--- src/rtl/slowmem_arbiter_if.sv ---
// Bundles the two requester ports and the slowmem bus of slowmem_arbiter.
// The master modport is the arbiter's view. The slave modport is the view of the
// environment: the requesters plus the slowmem device.
interface slowmem_arbiter_if #(
    parameter int AW = 16,
    parameter int DW = 16
);
    // Requester side
    logic [1:0]    req;
    logic [1:0]    req_rnotw;
    logic [AW-1:0] req_addr0;
    logic [AW-1:0] req_addr1;
    logic [DW-1:0] req_wdata0;
    logic [DW-1:0] req_wdata1;
    logic [1:0]    ack;
    logic [DW-1:0] rsp_rdata;
    logic          rsp_err;
    logic          busy;

    // Slowmem side
    logic          mem_strobe;
    logic          mem_rnotw;
    logic [AW-1:0] mem_addr;
    logic [DW-1:0] mem_wdata;
    logic          mem_mfc;
    logic [DW-1:0] mem_rdata;

    modport master (
        input  req, req_rnotw, req_addr0, req_addr1, req_wdata0, req_wdata1,
        input  mem_mfc, mem_rdata,
        output ack, rsp_rdata, rsp_err, busy,
        output mem_strobe, mem_rnotw, mem_addr, mem_wdata
    );

    modport slave (
        output req, req_rnotw, req_addr0, req_addr1, req_wdata0, req_wdata1,
        output mem_mfc, mem_rdata,
        input  ack, rsp_rdata, rsp_err, busy,
        input  mem_strobe, mem_rnotw, mem_addr, mem_wdata
    );
endinterface

--- src/rtl/slowmem_arbiter.sv ---
// Two-port round-robin initiator for the shared slowmem.
// There is one outstanding transaction at a time. A transaction moves through
// IDLE -> STROBE -> (WAIT) -> ACK -> IDLE.
// Reads that never receive mem_mfc are aborted after TIMEOUT cycles in WAIT.
// An aborted read returns ERRDATA with rsp_err set.
// All outputs come straight from registers.
module slowmem_arbiter #(
    parameter int            AW      = 16,
    parameter int            DW      = 16,
    parameter int            TIMEOUT = 15,       // legal range 1..255
    parameter logic [DW-1:0] ERRDATA = 16'hFFFF
) (
    input logic               clk,
    input logic               reset,
    slowmem_arbiter_if.master bus
);

    typedef enum logic [1:0] {
        IDLE   = 2'd0,
        STROBE = 2'd1,
        WAIT   = 2'd2,
        ACK    = 2'd3
    } state_t;

    localparam logic [7:0] LAST_WAIT = 8'(TIMEOUT - 1);

    // Registered state and outputs (_q) with their next values (_d)
    state_t        state_q, state_d;
    logic          last_grant_q, last_grant_d;
    logic          grant_q, grant_d;
    logic [7:0]    cnt_q, cnt_d;
    logic [1:0]    ack_q, ack_d;
    logic [DW-1:0] rsp_rdata_q, rsp_rdata_d;
    logic          rsp_err_q, rsp_err_d;
    logic          busy_q, busy_d;
    logic          mem_strobe_q, mem_strobe_d;
    logic          mem_rnotw_q, mem_rnotw_d;
    logic [AW-1:0] mem_addr_q, mem_addr_d;
    logic [DW-1:0] mem_wdata_q, mem_wdata_d;

    // Port picked by the round-robin rule when IDLE sees at least one request
    logic sel;

    // Round-robin pick: a tie goes to the port that was not granted last
    always_comb begin
        if (bus.req == 2'b11) begin
            sel = ~last_grant_q;
        end else begin
            sel = bus.req[1];
        end
    end

    // State register and registered outputs; reset aborts any operation in flight
    // NOTE: sequential state uses non-blocking (<=) so every register samples pre-edge values.
    always_ff @(posedge clk or posedge reset) begin
        if (reset) begin
            state_q      <= IDLE;
            last_grant_q <= 1'b1;
            grant_q      <= 1'b0;
            cnt_q        <= '0;
            ack_q        <= '0;
            rsp_rdata_q  <= '0;
            rsp_err_q    <= 1'b0;
            busy_q       <= 1'b0;
            mem_strobe_q <= 1'b0;
            mem_rnotw_q  <= 1'b1;
            mem_addr_q   <= '0;
            mem_wdata_q  <= '0;
        end else begin
            state_q      <= state_d;
            last_grant_q <= last_grant_d;
            grant_q      <= grant_d;
            cnt_q        <= cnt_d;
            ack_q        <= ack_d;
            rsp_rdata_q  <= rsp_rdata_d;
            rsp_err_q    <= rsp_err_d;
            busy_q       <= busy_d;
            mem_strobe_q <= mem_strobe_d;
            mem_rnotw_q  <= mem_rnotw_d;
            mem_addr_q   <= mem_addr_d;
            mem_wdata_q  <= mem_wdata_d;
        end
    end

    // Next-state and next-output logic of the transaction FSM
    // NOTE: every variable gets a default first, so no path can infer a latch.
    always_comb begin
        state_d      = state_q;
        last_grant_d = last_grant_q;
        grant_d      = grant_q;
        cnt_d        = cnt_q;
        ack_d        = '0;
        rsp_rdata_d  = rsp_rdata_q;
        rsp_err_d    = rsp_err_q;
        mem_strobe_d = 1'b0;
        mem_rnotw_d  = mem_rnotw_q;
        mem_addr_d   = mem_addr_q;
        mem_wdata_d  = mem_wdata_q;

        unique case (state_q)
            IDLE: begin
                rsp_rdata_d = '0;
                rsp_err_d   = 1'b0;
                if (|bus.req) begin
                    // Latch the winner's fields. They stay on the bus until IDLE comes back.
                    grant_d      = sel;
                    last_grant_d = sel;
                    mem_rnotw_d  = bus.req_rnotw[sel];
                    mem_addr_d   = sel ? bus.req_addr1 : bus.req_addr0;
                    mem_wdata_d  = sel ? bus.req_wdata1 : bus.req_wdata0;
                    mem_strobe_d = 1'b1;
                    state_d      = STROBE;
                end
            end

            STROBE: begin
                if (mem_rnotw_q) begin
                    cnt_d   = '0;
                    state_d = WAIT;
                end else begin
                    // Slowmem commits the write on the edge that leaves STROBE
                    ack_d       = grant_q ? 2'b10 : 2'b01;
                    rsp_rdata_d = '0;
                    rsp_err_d   = 1'b0;
                    state_d     = ACK;
                end
            end

            WAIT: begin
                if (bus.mem_mfc) begin
                    // mfc takes priority over a timeout on the same cycle
                    ack_d       = grant_q ? 2'b10 : 2'b01;
                    rsp_rdata_d = bus.mem_rdata;
                    rsp_err_d   = 1'b0;
                    state_d     = ACK;
                end else if (cnt_q == LAST_WAIT) begin
                    ack_d       = grant_q ? 2'b10 : 2'b01;
                    rsp_rdata_d = ERRDATA;
                    rsp_err_d   = 1'b1;
                    state_d     = ACK;
                end else begin
                    cnt_d = cnt_q + 8'd1;
                end
            end

            ACK: begin
                // Always pass through IDLE. A req still held during ACK is therefore not re-granted.
                rsp_rdata_d = '0;
                rsp_err_d   = 1'b0;
                state_d     = IDLE;
            end

            default: begin
                state_d = IDLE;
            end
        endcase

        busy_d = (state_d != IDLE);
    end

    assign bus.ack        = ack_q;
    assign bus.rsp_rdata  = rsp_rdata_q;
    assign bus.rsp_err    = rsp_err_q;
    assign bus.busy       = busy_q;
    assign bus.mem_strobe = mem_strobe_q;
    assign bus.mem_rnotw  = mem_rnotw_q;
    assign bus.mem_addr   = mem_addr_q;
    assign bus.mem_wdata  = mem_wdata_q;

endmodule

--- src/flat_wrapper.sv ---
// flat-port wrapper written by rule: the top's interface ports become plain ports
module slowmem_arbiter_flat 
#(
    parameter int            AW      = 16,
    parameter int            DW      = 16,
    parameter int            TIMEOUT = 15,                            
    parameter logic [DW-1:0] ERRDATA = 16'hFFFF
)
  (clk, reset, bus_req, bus_req_rnotw, bus_req_addr0, bus_req_addr1, bus_req_wdata0, bus_req_wdata1, bus_mem_mfc, bus_mem_rdata, bus_ack, bus_rsp_rdata, bus_rsp_err, bus_busy, bus_mem_strobe, bus_mem_rnotw, bus_mem_addr, bus_mem_wdata);
  slowmem_arbiter_if #(.AW(AW), .DW(DW)) bus_i ();
  input logic clk;
  input logic reset;
  input wire logic [$bits(bus_i.req)-1:0] bus_req;
  input wire logic [$bits(bus_i.req_rnotw)-1:0] bus_req_rnotw;
  input wire logic [$bits(bus_i.req_addr0)-1:0] bus_req_addr0;
  input wire logic [$bits(bus_i.req_addr1)-1:0] bus_req_addr1;
  input wire logic [$bits(bus_i.req_wdata0)-1:0] bus_req_wdata0;
  input wire logic [$bits(bus_i.req_wdata1)-1:0] bus_req_wdata1;
  input wire logic [$bits(bus_i.mem_mfc)-1:0] bus_mem_mfc;
  input wire logic [$bits(bus_i.mem_rdata)-1:0] bus_mem_rdata;
  output wire logic [$bits(bus_i.ack)-1:0] bus_ack;
  output wire logic [$bits(bus_i.rsp_rdata)-1:0] bus_rsp_rdata;
  output wire logic [$bits(bus_i.rsp_err)-1:0] bus_rsp_err;
  output wire logic [$bits(bus_i.busy)-1:0] bus_busy;
  output wire logic [$bits(bus_i.mem_strobe)-1:0] bus_mem_strobe;
  output wire logic [$bits(bus_i.mem_rnotw)-1:0] bus_mem_rnotw;
  output wire logic [$bits(bus_i.mem_addr)-1:0] bus_mem_addr;
  output wire logic [$bits(bus_i.mem_wdata)-1:0] bus_mem_wdata;
  assign bus_i.req = bus_req;
  assign bus_i.req_rnotw = bus_req_rnotw;
  assign bus_i.req_addr0 = bus_req_addr0;
  assign bus_i.req_addr1 = bus_req_addr1;
  assign bus_i.req_wdata0 = bus_req_wdata0;
  assign bus_i.req_wdata1 = bus_req_wdata1;
  assign bus_i.mem_mfc = bus_mem_mfc;
  assign bus_i.mem_rdata = bus_mem_rdata;
  assign bus_ack = bus_i.ack;
  assign bus_rsp_rdata = bus_i.rsp_rdata;
  assign bus_rsp_err = bus_i.rsp_err;
  assign bus_busy = bus_i.busy;
  assign bus_mem_strobe = bus_i.mem_strobe;
  assign bus_mem_rnotw = bus_i.mem_rnotw;
  assign bus_mem_addr = bus_i.mem_addr;
  assign bus_mem_wdata = bus_i.mem_wdata;
  slowmem_arbiter #(.AW(AW), .DW(DW), .TIMEOUT(TIMEOUT), .ERRDATA(ERRDATA)) u_core (.clk(clk), .reset(reset), .bus(bus_i));
endmodule
--- config.mk ---
export PLATFORM = sky130hd
export DESIGN_NAME = slowmem_arbiter_flat
export DESIGN_NICKNAME = d
export VERILOG_FILES = /design/src/rtl/slowmem_arbiter_if.sv /design/src/rtl/slowmem_arbiter.sv /design/src/flat_wrapper.sv
export SDC_FILE = /design/constraint.sdc
export NUM_CORES = 1
export LEC_CHECK = 0
export ABC_AREA = 0
export BUFFER_PORTS_ARGS = -buffer_cell sky130_fd_sc_hd__buf_2
export CAP_MARGIN = 0
export CORE_ASPECT_RATIO = 0.6
export CORE_MARGIN = 5
export CORE_UTILIZATION = 42
export DETAILED_ROUTE_END_ITERATION = 8
export PLACE_DENSITY = 0.76
export SYNTH_ARGS = -nofsm -noshare
export SYNTH_HDL_FRONTEND = slang
export SYNTH_SLANG_ARGS = --single-unit
--- constraint.sdc ---
create_clock -name clk -period 2 [get_ports clk]
set_clock_uncertainty 0.2 [all_clocks]
set_input_delay 0.1 -clock clk [delete_from_list [all_inputs] [get_ports clk]]
set_output_delay 0.1 -clock clk [all_outputs]
set_load 0.01 [all_outputs]
==> run metrics, run 1 <==
initial antenna violation count=0; CTS max path bufs=2; Post-synth EDFFs=0; WL final=10000 µm; post-DP HPWL=6130 µm; worst hold path endpoint=u_core.bus.rsp_rdata[15]; FF-to-FF path depth=6; CP endpoint kind=register; setup bufs post-CTS=0; max cap viols=0; most frequent cells in the layout=140 x buf_2, 86 x dlygate4sd3_1, 64 x dfrtp_1; Cell Chain, Critical Path=inv_1 -> ha_1 -> nand2b_1 -> o221ai_2 -> o21bai_1 -> a221o_1; Buf+Inv Stages, Crit Path=1; post-place setup slack=0.0130 ns; vias per cell=4.94; synthesis warning total=0; Worst setup SP type=register; final hold vios=0; CTS H-tree lvls=3; number of buffers created by CTS=9; Total GRT Usage=22.3%; CTS tree=done; grt ovf=0; Syn Nets=377; CTS root buf=clkbuf_16; Max Fanout on Critical Path=5; Chip Height=76.8 µm; Pre-antenna DRT Iters=6; fmax=526 MHz; reg-to-reg endpoint=u_core.cnt_q[3]; die width=121 µm; commonest non-fill, non-tap cell in the layout=buf_2; # setup viols final=0; Setup WS post-layout=0.0984 ns; Worst Hold Depth=4; CP top delay family=compound AO/OA/AOI/OAI gates; FF-to-FF setup slack=0.1 ns; Synth Instances=285; Clock Pin Slew Worst Setup and Hold Paths=0.05 ns; Slew @ Worst Pin=0.530 ns; Wirelength per Cell=15.8 µm; peak supply drop=0.679 mV; status=complete, no violations; initial DRC count=301; slowest CP cell=dfrtp_1; Crit path largest cell delay=0.39 ns; gpl congestion=0.901; via count=3121; row cnt=24; Starting Density=43.0%; Boundary Pins=141; synthesis-to-layout area growth=69.8%; first-pass GRT wire length=16600 µm; Netlist cell types=40; post-route ant nets=0; sequential area share after synthesis=52.9%; largest net degree at the start of global routing=39; synthesized area=3130 µm²; final core occ=73.1%; RR Startpoint=u_core.state_q[1]; HP Start=bus_mem_mfc; detailed-route DRC error count=0; IO Port Bufs=140; worst relative slew slack=64.6%; Die Area=9330 µm²; Setup TNS=0 ns; most common flop cell mapped by yosys=dfrtp_1; Mean Syn Cell Area=11.0 µm²; ratio of cells with drive above 1 in the final layout=36.8%; Post-layout nets=614; Sink Count=66; Power Dens Cells=1370 nW/µm²; Pleak=2.64 nW; WP data required=2.01 ns; Core ar.=7270 µm²; register bit total from synthesis=66; Crit Path Category=register to register; asr flop ratio synth=100%; RSZ-0062 raised after global routing=false; HP Class=input pin to register; vias in the first global route=3236; critical path arrival=1.91 ns; final hold slack=0.0166 ns; min Tclk post-route=1.90 ns; period utilisation layout=95.1%; worst skew pair latency=0.32 ns; fin. max-slew vios=0
per-stage QoR:
| step | instance area [µm²] | instances | power [mW] |
|---|---|---|---|
| 6_report | 5310 | 632 | 7.25 |
| 5_1_grt | 5310 | 631 | 7.73 |
| 4_1_cts | 5290 | 631 | 7.21 |
| 3_5_place_dp | 4090 | 529 | 5.24 |
| 3_3_place_gp | 4090 | 529 | 5.14 |
| 2_1_floorplan | 3130 | 285 | 4.05 |
synth_stat cells, drive strengths merged (2+ instances only):
library cell | instances | area (µm²)
a21o | 2 | 15.0
o22a | 2 | 17.5
dfstp | 2 | 52.6
clkbuf | 9 | 33.8
and3 | 2 | 12.5
dfrtp | 64 | 1600
nor3 | 4 | 20.0
or3 | 2 | 12.5
a21boi | 2 | 26.3
a2bb2oi | 13 | 176
nand4bb | 2 | 38.8
inv | 12 | 45.1
nor2 | 2 | 7.51
nand2b | 2 | 12.5
buf | 6 | 45.0
nand2 | 52 | 195
o21ai | 42 | 210
a21oi | 6 | 30.0
nand3 | 4 | 20.0
ha | 5 | 62.6
mux2i | 37 | 370
cell type report:
cell class	count	area, µm²
Antenna cell	1	2.50
Clock buffer	10	229
Clock inverter	6	115
Fill cell	473	1960
Inverter	12	45.0
Multi-Input combinational cell	192	1380
Sequential cell	66	1650
Tap cell	104	130
Timing Repair Buffer	241	1750
tightest hold or removal path, cell delays in order:
cell     delay, ns
buf_2         0.08
inv_1         0.07
o21ai_0       0.16
mux2i_1       0.08
worst max path at each step:
| stage | from | cells after the start | to | slack, ns |
|---|---|---|---|---|
| finish | u_core.state_q[1] | 6 | u_core.cnt_q[3] | 0.1 |
| global route | u_core.state_q[0] | 5 | u_core.last_grant_q | 0.0006 |
| CTS | u_core.state_q[0] | 6 | u_core.cnt_q[4] | 0.006 |
| detailed placement | u_core.state_q[0] | 6 | u_core.cnt_q[4] | 0.01 |
| global placement | u_core.state_q[0] | 6 | u_core.cnt_q[4] | 0.08 |
| floorplan | reset | 1 | u_core.bus.ack[0] | 0.05 |
per-layer routing:
layer	wire length, µm	GRT usage [%]	share of wire (%)
met1	4160	28.7	42
met2	4760	36.3	48
met3	909	6.76	9.1
met4	167	6.60	1.7
met5	0	0	0
sequential cells by signal, summed over array words and instances, names as in the netlist:
name,count
u_core.bus.mem_strobe,1
u_core.bus.mem_rnotw,1
u_core.cnt_q,8
u_core.grant_q,1
u_core.bus.rsp_err,1
u_core.state_q,2
u_core.bus.mem_addr,16
u_core.bus.mem_wdata,16
u_core.bus.ack,2
u_core.bus.rsp_rdata,16
u_core.bus.busy,1
u_core.last_grant_q,1
report_power, final:
part	switching, mW	internal (mW)
Combinational	1.66	1.50
Clock	0.577	1.22
Sequential	0.365	1.93
Total	2.60	4.65
logic make-up after synthesis:
group | share of synthesized area [%]
buffers and inverters | 3.96
AND/OR/NAND/NOR | 11.3
multiplexers | 11.8
AO/OA/AOI/OAI | 18.0
adder cells (fa/ha/maj) | 2.00
flip-flops | 52.9
repair_timing:
item                       in CTS  in global routing
setup endpoints to repair       0                 26
hold buffers                   86                  0
resized for setup               0                  2
hold endpoints to repair       74                  0
Note: power is estimated with default switching activity, not from simulation.
==> inputs of run 2 (changes only) <==
--- a/config.mk
+++ b/config.mk
@@ -7,10 +7,11 @@
 export LEC_CHECK = 0
 export ABC_AREA = 0
 export BUFFER_PORTS_ARGS = -buffer_cell sky130_fd_sc_hd__buf_2
-export CAP_MARGIN = 0
+export CAP_MARGIN = 40
 export CORE_ASPECT_RATIO = 0.6
 export CORE_MARGIN = 5
 export CORE_UTILIZATION = 42
+export CTS_BUF_LIST = sky130_fd_sc_hd__clkbuf_4 sky130_fd_sc_hd__clkbuf_8 sky130_fd_sc_hd__clkbuf_16
 export DETAILED_ROUTE_END_ITERATION = 8
 export PLACE_DENSITY = 0.76
 export SYNTH_ARGS = -nofsm -noshare
==> constraint.sdc (replaced) <==
create_clock -name clk -period 2 [get_ports clk]
set_clock_uncertainty 0.2 [all_clocks]
set_input_delay 0.1 -clock clk [delete_from_list [all_inputs] [get_ports clk]]
set_output_delay 0.1 -clock clk [all_outputs]
set_load 0.1 [all_outputs]
==> run 2 against run 1 <==
  * Worst setup slack gained 0.0087 ns
  * Highest routed layer unchanged
  * Clock-buffer cell count stayed put
  * Critical path type unchanged
  * Via count decreased by 0.99%
==> run metrics, run 2 (same netlist as run 1, synthesis figures left out) <==
initial antenna violation count=0; max cap viols=0; Sink Count=66; FF-to-FF setup slack=0.11 ns; first-pass GRT wire length=16600 µm; fin. max-slew vios=0; Total GRT Usage=22.4%; reg-to-reg endpoint=u_core.last_grant_q; number of buffers created by CTS=9; WL final=10100 µm; CTS max path bufs=2; Boundary Pins=141; post-DP HPWL=5830 µm; die width=121 µm; post-place setup slack=-0.0202 ns; Crit Path Category=register to register; final hold slack=0.0548 ns; worst relative slew slack=49.8%; Crit. Startpoint=u_core.state_q[0]; row cnt=24; status=complete, no violations; Setup WS post-layout=0.107 ns; # setup viols final=0; largest net degree at the start of global routing=47; CTS root buf=clkbuf_16; vias per cell=4.91; Filler cells=470; synthesis-to-layout area growth=69.2%; worst skew pair latency=0.32 ns; gpl congestion=0.917; fmax=528 MHz; HP Class=input pin to register; min Tclk post-route=1.89 ns; setup bufs post-CTS=0; commonest non-fill, non-tap cell in the layout=buf_2; initial DRC count=196; Max Fanout on Critical Path=5; final core occ=72.8%; post-route ant nets=0; grt ovf=0; ant diodes=0; Pre-antenna DRT Iters=4; Chip Height=76.8 µm; vias in the first global route=3241; most frequent cells in the layout=140 x buf_2, 85 x dlygate4sd3_1, 64 x dfrtp_1; WP data required=2.06 ns; FF-to-FF path depth=5; critical path arrival=1.95 ns; Clock Pin Slew Worst Setup and Hold Paths=0.05 ns; period utilisation layout=94.6%; Slew @ Worst Pin=0.751 ns; Worst setup SP type=register; Die Area=9330 µm²; crit path to=u_core.last_grant_q; ratio of cells with drive above 1 in the final layout=37.5%; CP endpoint kind=register; final hold vios=0; Wirelength per Cell=16.0 µm; Starting Density=43.0%; via count=3090; Post-layout nets=612; CTS tree=done; detailed-route DRC error count=0; RR Startpoint=u_core.state_q[0]; Core ar.=7270 µm²; IO Port Bufs=140; RSZ-0062 raised after global routing=false; CTS H-tree lvls=3
run 2: what timing repair did:
action	in CTS	in global routing
setup endpoints to repair	4	12
hold endpoints to repair	70	0
pin swaps	0	1
resized for setup	1	2
hold buffers	85	0
run 2: layer usage:
metal,track usage [%],vias up,wire (µm)
li1,-,1480,-
met1,28.3,1452,4360
met2,36.5,132,4780
met3,6.03,26,680
met4,8.61,0,272
met5,0,-,0
run 2: worst max-delay path, stage by stage, from the launching register on:
cell	delay, ns
dfrtp_1	0.37
inv_1	0.13
ha_2	0.27
a21oi_1	0.10
a31oi_1	0.16
dlygate4sd3_1	0.59
run 2: stage by stage:
step           instance area, µm²  cells  setup TNS (ns)
5_1_grt                      5290    629               0
3_3_place_gp                 4100    528               0
6_report                     5290    629               0
2_1_floorplan                3160    285               0
4_1_cts                      5280    629               0
3_5_place_dp                 4100    528         -0.0211
run 2: worst min path at each step:
| stage | from | endpoint | slack, ns | cells past startpoint |
|---|---|---|---|---|
| detailed placement | reset | u_core.bus.rsp_rdata[4] | -0.06 | 2 |
| finish | bus_req[1] | u_core.bus.mem_strobe | 0.05 | 3 |
| global route | bus_req[1] | u_core.grant_q | 0.07 | 3 |
| floorplan | bus_req[0] | u_core.last_grant_q | -0.04 | 1 |
| global placement | reset | u_core.bus.ack[0] | -0.07 | 2 |
| CTS | bus_req[1] | u_core.bus.mem_strobe | 0.03 | 3 |
run 2: area by class of cell:
type	instances	area, µm²	share of cell area (%)
tap	104	130	2.46
timing repair buffer	239	1720	32.5
multi-input combinational	192	1420	26.8
clock buffer	10	233	4.40
sequential	66	1660	31.3
clock inverter	6	90.1	1.70
inverter	12	45.0	0.851
Power of run 2 is left out: the tool's default activity adds up to more than one toggle a clock period on the data nets, which glitch-free logic cannot reach.
==> inputs of run 3 (changes only) <==
--- a/config.mk
+++ b/config.mk
@@ -6,14 +6,14 @@
 export NUM_CORES = 1
 export LEC_CHECK = 0
 export ABC_AREA = 0
-export BUFFER_PORTS_ARGS = -buffer_cell sky130_fd_sc_hd__buf_2
+export BUFFER_PORTS_ARGS = -buffer_cell sky130_fd_sc_hd__buf_4
 export CAP_MARGIN = 40
 export CORE_ASPECT_RATIO = 0.6
 export CORE_MARGIN = 5
-export CORE_UTILIZATION = 42
+export CORE_UTILIZATION = 40
 export CTS_BUF_LIST = sky130_fd_sc_hd__clkbuf_4 sky130_fd_sc_hd__clkbuf_8 sky130_fd_sc_hd__clkbuf_16
 export DETAILED_ROUTE_END_ITERATION = 8
-export PLACE_DENSITY = 0.76
+export PLACE_DENSITY = 0.72
 export SYNTH_ARGS = -nofsm -noshare
 export SYNTH_HDL_FRONTEND = slang
 export SYNTH_SLANG_ARGS = --single-unit
==> run 3 against run 2 <==
  * Largest cell class unchanged
  * Critical path type unchanged
  * Critical path depth increased by 1
  * Final cell count up 0.79%
  * Non-clock buffer count is 1 higher
  * Hold slack worse by 0.021 ns
  * Clock-buffer cell count unchanged
  * Wire length grew 2.3%
==> run metrics, run 3 (same netlist as run 1, synthesis figures left out) <==
Worst setup SP type=register; Core ar.=7760 µm²; Clock Pin Slew Worst Setup and Hold Paths=0.06 ns; largest net degree at the start of global routing=67; Setup TNS=0 ns; dpl cell area=4450 µm²; CTS H-tree lvls=3; vias in the first global route=3260; fmax=518 MHz; Crit path largest cell delay=0.39 ns; max cap viols=0; Wirelength per Cell=16.3 µm; Max Used Layer=met4; CP endpoint kind=register; RSZ-0062 raised after global routing=false; Slew @ Worst Pin=0.378 ns; worst relative slew slack=74.8%; first-pass GRT wire length=16300 µm; period utilisation layout=96.5%; commonest non-fill, non-tap cell in the layout=buf_4; vias per cell=4.89; IO Port Bufs=140; Sink Count=66; via count=3098; initial antenna violation count=0; Boundary Pins=141; CTS root buf=clkbuf_16; final hold slack=0.0339 ns; initial DRC count=149; CP top delay family=simple AND/OR/NAND/NOR gates; Die Area=9740 µm²; routed length on met1=4220 µm; ratio of cells with drive above 1 in the final layout=37.5%; WP data required=2.05 ns; detailed-route DRC error count=0; CTS tree=done; CTS max path bufs=2; Cell Chain, Critical Path=inv_1 -> ha_2 -> and2b_1 -> o311ai_2 -> or3_1 -> a21oi_1; post-DP HPWL=6460 µm; slowest CP cell=dfrtp_1; # setup viols final=0; HP Class=input pin to register; worst skew pair latency=0.32 ns; min Tclk post-route=1.93 ns; Chip Height=78.5 µm; final hold vios=0; status=complete, no violations; ant diodes=0; fin. max-slew vios=0; Pre-antenna DRT Iters=4; Post-layout nets=613; most frequent cells in the layout=149 x buf_4, 86 x dlygate4sd3_1, 64 x dfrtp_1; gpl congestion=0.790; Starting Density=40.3%; die width=124 µm; Max Fanout on Critical Path=6; WL final=10300 µm; post-route ant nets=0; synthesis-to-layout area growth=80.7%; final core occ=72.8%; Filler cells=510; Met3 Routed Length=955 µm; critical path arrival=1.98 ns; Buf+Inv Stages, Crit Path=1; number of buffers created by CTS=9; Final Instance Area=5650 µm²; Crit Path Category=register to register; grt ovf=0; metal2 WL=4970 µm; row cnt=25; Total GRT Usage=21.6%
[run 3: changes by cell type in the layout (fill, tap and decap cells not counted)]
cell / delta
buf_2: -140
buf_4: +140
a2bb2oi_1: -1
a2bb2oi_2: +1
clkinv_4: -1
clkinvlp_4: +1
dlygate4sd3_1: +1
ha_1: +1
ha_4: -1
[run 3: worst paths after layout]
kind / to / startpoint / slack (ns) / depth (start not counted)
worst max-delay path: u_core.cnt_q[4] / u_core.state_q[0] / 0.07 / 6
worst min-delay path: u_core.bus.rsp_rdata[3] / bus_mem_mfc / 0.03 / 4
worst max register to register: u_core.cnt_q[4] / u_core.state_q[0] / 0.07 / 6
worst min register to register: u_core.bus.ack[0] / u_core.grant_q / 0.27 / 1
max in group asynchronous: u_core.bus.mem_rnotw / reset / 1.06 / 4
min in group asynchronous: u_core.bus.mem_addr[15] / reset / 0.23 / 4
[run 3: area by class of cell]
cell class | count | area, µm² | area share, %
inverter | 12 | 45.0 | 0.797
multi-input combinational | 192 | 1410 | 25.0
clock buffer | 10 | 233 | 4.12
clock inverter | 6 | 88.8 | 1.57
tap | 108 | 135 | 2.39
sequential | 66 | 1660 | 29.3
timing repair buffer | 240 | 2080 | 36.8
[run 3: what timing repair did]
action | in CTS | in global routing
resized for setup | 0 | 2
endpoints found under the hold margin | 118 | 0
setup buffers | 0 | 1
hold buffers | 86 | 0
endpoints found under the setup margin | 0 | 10
[run 3: layer usage]
metal | vias to the layer above | GRT usage (%)
li1 | 1484 | -
met1 | 1469 | 26.4
met2 | 123 | 35.9
met3 | 22 | 7.27
met4 | 0 | 6.89
met5 | - | 0
[run 3: metrics by stage]
| step | setup slack, ns | std cells |
|---|---|---|
| after global routing | 0.00736 | 634 |
| final | 0.0691 | 634 |
| after floorplan | 0.00429 | 285 |
| after CTS | 0.0287 | 633 |
| after detailed placement | 0.0357 | 531 |
| after global placement | 0.127 | 531 |
[run 3: worst min-delay path, delay by kind of cell]
kind | cells | cell delay, ns
AOI/OAI and AO/OA | 1 | 0.18
muxes | 1 | 0.07
buffers and inverters | 2 | 0.17
Power of run 3 is left out for the same reason.
